==> src/rtl/mem_arb_intf.sv <==
// Round-robin arbiter that funnels NCH requester channels onto one memory
// port. Each granted access runs IDLE -> REQ -> DONE; REQ ends on mem_resp
// or after TMO cycles, and DONE emits a one-cycle done or error pulse back
// to the granted channel. Every output is driven directly from a register.
module mem_arb_intf #(
   parameter int NCH = 2,
   parameter int DW  = 16,
   parameter int AW  = 14,
   parameter int TMO = 16
) (
   input  logic              clk,
   input  logic              reset_n,
   input  logic [NCH-1:0]    store,
   input  logic [NCH-1:0]    load,
   input  logic [NCH*DW-1:0] result,
   input  logic [NCH*AW-1:0] addr,
   output logic [NCH-1:0]    mem_done,
   output logic [NCH-1:0]    mem_err,
   output logic [DW-1:0]     rd_data,
   output logic              busy,
   output logic              write_req,
   output logic              read_req,
   output logic [AW-1:0]     addrout,
   output logic [DW-1:0]     wdata,
   input  logic [DW-1:0]     rdata,
   input  logic              mem_resp
);

   localparam int GW = (NCH > 1) ? $clog2(NCH) : 1;
   localparam int CW = 8;

   typedef enum logic [1:0] {IDLE = 2'd0, REQ = 2'd1, DONE = 2'd2} state_t;

   state_t         state_reg, state_next;
   logic [GW-1:0]  rr_ptr_reg, rr_ptr_next;
   logic [GW-1:0]  gnt_reg, gnt_next;
   logic           is_store_reg, is_store_next;
   logic [CW-1:0]  cnt_reg, cnt_next;
   logic [NCH-1:0] done_reg, done_next;
   logic [NCH-1:0] err_reg, err_next;
   logic [DW-1:0]  rd_data_reg, rd_data_next;
   logic           busy_reg, busy_next;
   logic           wr_reg, wr_next;
   logic           rd_reg, rd_next;
   logic [AW-1:0]  addr_reg, addr_next;
   logic [DW-1:0]  wdata_reg, wdata_next;

   // Per-channel views of the packed request buses.
   logic [NCH-1:0] pend;
   logic [AW-1:0]  ch_addr [NCH];
   logic [DW-1:0]  ch_data [NCH];

   genvar gi;
   generate
      for (gi = 0; gi < NCH; gi++) begin : g_ch
         assign pend[gi]    = store[gi] | load[gi];
         assign ch_addr[gi] = addr[gi*AW +: AW];
         assign ch_data[gi] = result[gi*DW +: DW];
      end
   endgenerate

   // Round-robin pick: first pending channel at or above rr_ptr, wrapping.
   logic [GW-1:0] arb_gnt;
   logic          arb_found;
   logic [GW:0]   cand;
   always_comb begin
      arb_gnt   = '0;
      arb_found = 1'b0;
      cand      = '0;
      for (int k = 0; k < NCH; k++) begin
         cand = {1'b0, rr_ptr_reg} + (GW+1)'(k);
         if (cand >= (GW+1)'(NCH))
            cand = cand - (GW+1)'(NCH);
         if (!arb_found && pend[cand[GW-1:0]]) begin
            arb_found = 1'b1;
            arb_gnt   = cand[GW-1:0];
         end
      end
   end

   // Next-state and next-output logic; pulses default low, the rest hold.
   always_comb begin
      state_next    = state_reg;
      rr_ptr_next   = rr_ptr_reg;
      gnt_next      = gnt_reg;
      is_store_next = is_store_reg;
      cnt_next      = cnt_reg;
      done_next     = '0;
      err_next      = '0;
      rd_data_next  = rd_data_reg;
      wr_next       = wr_reg;
      rd_next       = rd_reg;
      addr_next     = addr_reg;
      wdata_next    = wdata_reg;
      case (state_reg)
         IDLE: begin
            if (arb_found) begin
               // A channel raising both store and load is served as a store.
               gnt_next      = arb_gnt;
               is_store_next = store[arb_gnt];
               addr_next     = ch_addr[arb_gnt];
               wdata_next    = ch_data[arb_gnt];
               wr_next       = store[arb_gnt];
               rd_next       = ~store[arb_gnt];
               cnt_next      = '0;
               state_next    = REQ;
            end
         end
         REQ: begin
            if (mem_resp) begin
               // A response on the final count still counts as success.
               if (!is_store_reg)
                  rd_data_next = rdata;
               done_next[gnt_reg] = 1'b1;
               wr_next            = 1'b0;
               rd_next            = 1'b0;
               cnt_next           = '0;
               state_next         = DONE;
            end else if (cnt_reg == CW'(TMO - 1)) begin
               err_next[gnt_reg] = 1'b1;
               wr_next           = 1'b0;
               rd_next           = 1'b0;
               cnt_next          = '0;
               state_next        = DONE;
            end else begin
               cnt_next = cnt_reg + 1'b1;
            end
         end
         DONE: begin
            rr_ptr_next = (gnt_reg == GW'(NCH - 1)) ? '0 : gnt_reg + 1'b1;
            state_next  = IDLE;
         end
         default: state_next = IDLE;
      endcase
      busy_next = (state_next != IDLE);
   end

   // State and output registers; reset aborts any access without a pulse.
   always_ff @(posedge clk or negedge reset_n) begin
      if (!reset_n) begin
         state_reg    <= IDLE;
         rr_ptr_reg   <= '0;
         gnt_reg      <= '0;
         is_store_reg <= 1'b0;
         cnt_reg      <= '0;
         done_reg     <= '0;
         err_reg      <= '0;
         rd_data_reg  <= '0;
         busy_reg     <= 1'b0;
         wr_reg       <= 1'b0;
         rd_reg       <= 1'b0;
         addr_reg     <= '0;
         wdata_reg    <= '0;
      end else begin
         state_reg    <= state_next;
         rr_ptr_reg   <= rr_ptr_next;
         gnt_reg      <= gnt_next;
         is_store_reg <= is_store_next;
         cnt_reg      <= cnt_next;
         done_reg     <= done_next;
         err_reg      <= err_next;
         rd_data_reg  <= rd_data_next;
         busy_reg     <= busy_next;
         wr_reg       <= wr_next;
         rd_reg       <= rd_next;
         addr_reg     <= addr_next;
         wdata_reg    <= wdata_next;
      end
   end

   assign mem_done  = done_reg;
   assign mem_err   = err_reg;
   assign rd_data   = rd_data_reg;
   assign busy      = busy_reg;
   assign write_req = wr_reg;
   assign read_req  = rd_reg;
   assign addrout   = addr_reg;
   assign wdata     = wdata_reg;

endmodule

==> config.mk <==
export PLATFORM = sky130hd
export DESIGN_NAME = mem_arb_intf
export DESIGN_NICKNAME = d
export VERILOG_FILES = /design/src/rtl/mem_arb_intf.sv
export SDC_FILE = /design/constraint.sdc
export NUM_CORES = 1
export LEC_CHECK = 0
export ABC_AREA = 1
export ABC_CLOCK_PERIOD_IN_PS = 2750
export BUFFER_PORTS_ARGS = -buffer_cell sky130_fd_sc_hd__buf_2
export CAP_MARGIN = 20
export CORE_UTILIZATION = 51
export CTS_CLUSTER_SIZE = 12
export DETAILED_ROUTE_END_ITERATION = 10
export GPL_ROUTABILITY_DRIVEN = 0
export MAX_ROUTING_LAYER = met4
export PLACE_DENSITY = 0.82
export SLEW_MARGIN = 20
export SYNTH_ARGS = -nofsm -noshare
export SYNTH_HDL_FRONTEND = slang
export SYNTH_SLANG_ARGS = --single-unit
==> constraint.sdc <==
create_clock -name clk -period 2.75 [get_ports clk]
set_input_delay 0.1375 -clock clk [delete_from_list [all_inputs] [get_ports clk]]
set_output_delay 0.1375 -clock clk [all_outputs]
set_load 0.02 [all_outputs]
==> key figures <==
Routing
  • Post-route DRC violation count: 0
  • Starting DRC count in detailed routing: 163
  • ANT nets after route: 0
  • Routed WL: 7040 µm
  • Drt pass-1 iters: 4
  • Wirelength per Cell: 11.2 µm
  • DR vias: 3,022
  • Vias/cell: 4.81

Synthesis
  • Syn Inst Count: 414
  • Synthesized cell area: 3150 µm²
  • Synthesis Warnings: 0
  • Synth cell types: 24
  • Post-synth top area share: 52.4%
  • Synth top area cells: dfrtp_1, nand2_1, o21ai_1
  • Area leader, netlist: dfrtp_1
  • Synthesized area per cell: 7.62 µm²
  • Post-synthesis net count: 498
  • Sequential share of the synthesized area: 52.4%
  • Synthesized flop and latch total: 66

Power
  • VDD IR max: 0.544 mV
  • PD cells: 1100 nW/µm²
  • Power Total: 0.00449 W
  • Leak: 2.38 nW

Floorplan
  • Core ar.: 5960 µm²
  • Die height: 80.6 µm
  • Initial Util: 52.9%
  • Core Rows: 28
  • Total Die Area: 6500 µm²
  • Ports: 136
  • Die W: 80.6 µm

Critical path
  • CP Class: reg2reg
  • FF-to-FF Start: rr_ptr_reg
  • R2r worst-path depth: 6
  • CP Data Arrival Time: 1.86 ns
  • Max stage delay on crit path: 0.42 ns
  • Most frequent CP cell: nand2_1
  • Worst path cell trace: o21bai_2 > nand2_2 > buf_4 > nand2_1 > nand2_1 > o21ai_1
  • Critical Path Source: rr_ptr_reg
  • FF-to-FF setup slack: 1.11 ns
  • Max stage delay cell, worst path: buf_4
  • Worst Setup EP: addrout[12]
  • Worst EP required: 2.97 ns
  • Setup crit end kind: register
  • Setup crit start kind: register
  • RR Endpoint: addrout[12]
  • Maximum fanout along the worst path: 42

STA
  • Clk_skew: 0.00432 ns
  • Final Hold Viols: 0
  • Worst Max-Slew Pin Slew: 0.918 ns
  • Unrepaired setup endpoints after global routing: false
  • Rel. slew slack: 38.8%
  • Fin Setup TNS: 0 ns
  • Final Cycle Share: 59.7%
  • Fin crit period: 1.64 ns
  • Slew Viols, Final: 0
  • Fmax: 609 MHz
  • Setup violators final: 0

Clock tree
  • Worst-path clk slew: 0.07 ns
  • Clock tree buffer depth: 2
  • Worst skew pair latency: 0.33 ns
  • H-tree depth: 3
  • CTS Sinks: 66
  • Post-CTS setup buffers: 0
  • CTS tree: done
  • CTS root buf: clkbuf_8
  • TritonCTS buffer count: 9
  • Post-cts resize count: 0

Flow run
  • Max_cap viols: 0

Global route
  • GRT overflow: 0
  • First-pass GRT wire length: 11,200 µm
  • GRT Total Usage: 23.3%
  • Vias in the first global route: 2,619
  • Initial antenna violation count: 0
  • Largest net degree at the start of global routing: 45

Cells and area
  • Most frequent cells in the layout: nand2_1, buf_2, dfrtp_1
  • Most common cell after layout, fill and taps aside: nand2_1
  • Fill count: 500
  • Layout area overhead: 29.2%
  • Final net count: 632
  • Share of cells above drive strength 1: 30.4%
  • Ant. Diodes: 0

Hold path
  • Hold crit path type: in2reg

Run status
  • Status: finished, final reports clean

Placed design
  • Hpwl dp: 5170 µm
  • PortBufs: 135
metal layers:
metal  wire (µm)  GRT usage, %  share of wire, %  vias to the layer above
met3         409          4.32               5.8                       22
met1        3050          26.7                43                     1333
met4         206          12.0               2.9                        0
li1            -             -                 -                     1538
met2        3370          38.9                48                      129
met5           0             -                 0                        -
worst min path at each step:
stage | to | slack [ns] | from | depth (start not counted)
final | rd_data[7] | 0.04 | rdata[7] | 3
after global routing | rd_data[7] | 0.04 | rdata[7] | 3
after CTS | rd_data[7] | 0.03 | rdata[7] | 3
after detailed placement | rd_data[4] | 0.34 | reset_n | 1
after global placement | cnt_reg[3] | 0.34 | reset_n | 1
after floorplan | addrout[0] | -0.16 | reset_n | 0
critical path, delay by kind of cell, from the launching register on:
family / cells / cell delay [ns]
simple gates: 3 / 0.47
buf+inv: 1 / 0.42
flops: 1 / 0.37
compound gates: 2 / 0.26
metrics by stage:
| step | util, % | cell area, µm² | std cells | hold WS [ns] | setup slack [ns] |
|---|---|---|---|---|---|
| finish | 68.4 | 4070 | 628 | 0.0402 | 1.11 |
| global route | 68.4 | 4070 | 628 | 0.0391 | 0.927 |
| CTS | 68.4 | 4070 | 628 | 0.0345 | 1.10 |
| detailed placement | 64.6 | 3850 | 611 | 0.335 | 1.10 |
| global placement | 64.6 | 3850 | 611 | 0.338 | 1.17 |
| floorplan | - | 3150 | 414 | -0.158 | 1.59 |
kinds of logic (layout without fill, tap and decap cells):
logic type      after synthesis  in the layout  share of synthesized area (%)
fa+ha+maj                     1              1                          0.397
buf+inv                      63            202                           8.93
xor+xnor                      1              1                          0.278
simple gates                243            243                           31.3
flops                        66             66                           52.4
compound gates               40             40                           6.71
layout make-up:
class	instances	area, µm²	share of cell area (%)
multi-input combinational	285	1220	30.0
timing repair buffer	140	716	17.6
clock buffer	15	186	4.58
tap	75	93.8	2.30
sequential	66	1650	40.6
clock inverter	1	30.0	0.737
inverter	46	175	4.30
power breakdown:
group / leakage [nW] / switching, W / internal (W)
Combinational: 1.44 / 0.00136 / 0.000643
Clock: 0.110 / 0.000332 / 0.000519
Sequential: 0.826 / 0.000240 / 0.00139
Total: 2.38 / 0.00194 / 0.00255
synthesized netlist by cell type:
master,instances
inv_2,4
a21oi_1,1
nand3_2,1
o21ai_0,5
nor2_4,1
buf_2,13
o21bai_1,1
nand4_1,4
o31ai_1,1
nor3_1,4
inv_1,41
ha_1,1
o21ai_1,31
inv_4,1
o21bai_2,1
nand3_1,23
dfrtp_1,66
buf_6,3
xnor2_1,1
nor2_2,2
nand2_2,5
nand2_1,163
buf_4,1
nor2_1,40
timing repair:
action	in CTS	in global routing
setup endpoints to repair	0	0
endpoints found under the hold margin	42	0
hold buffers	1	0
No activity file was read; power rests on OpenSTA's default activity.
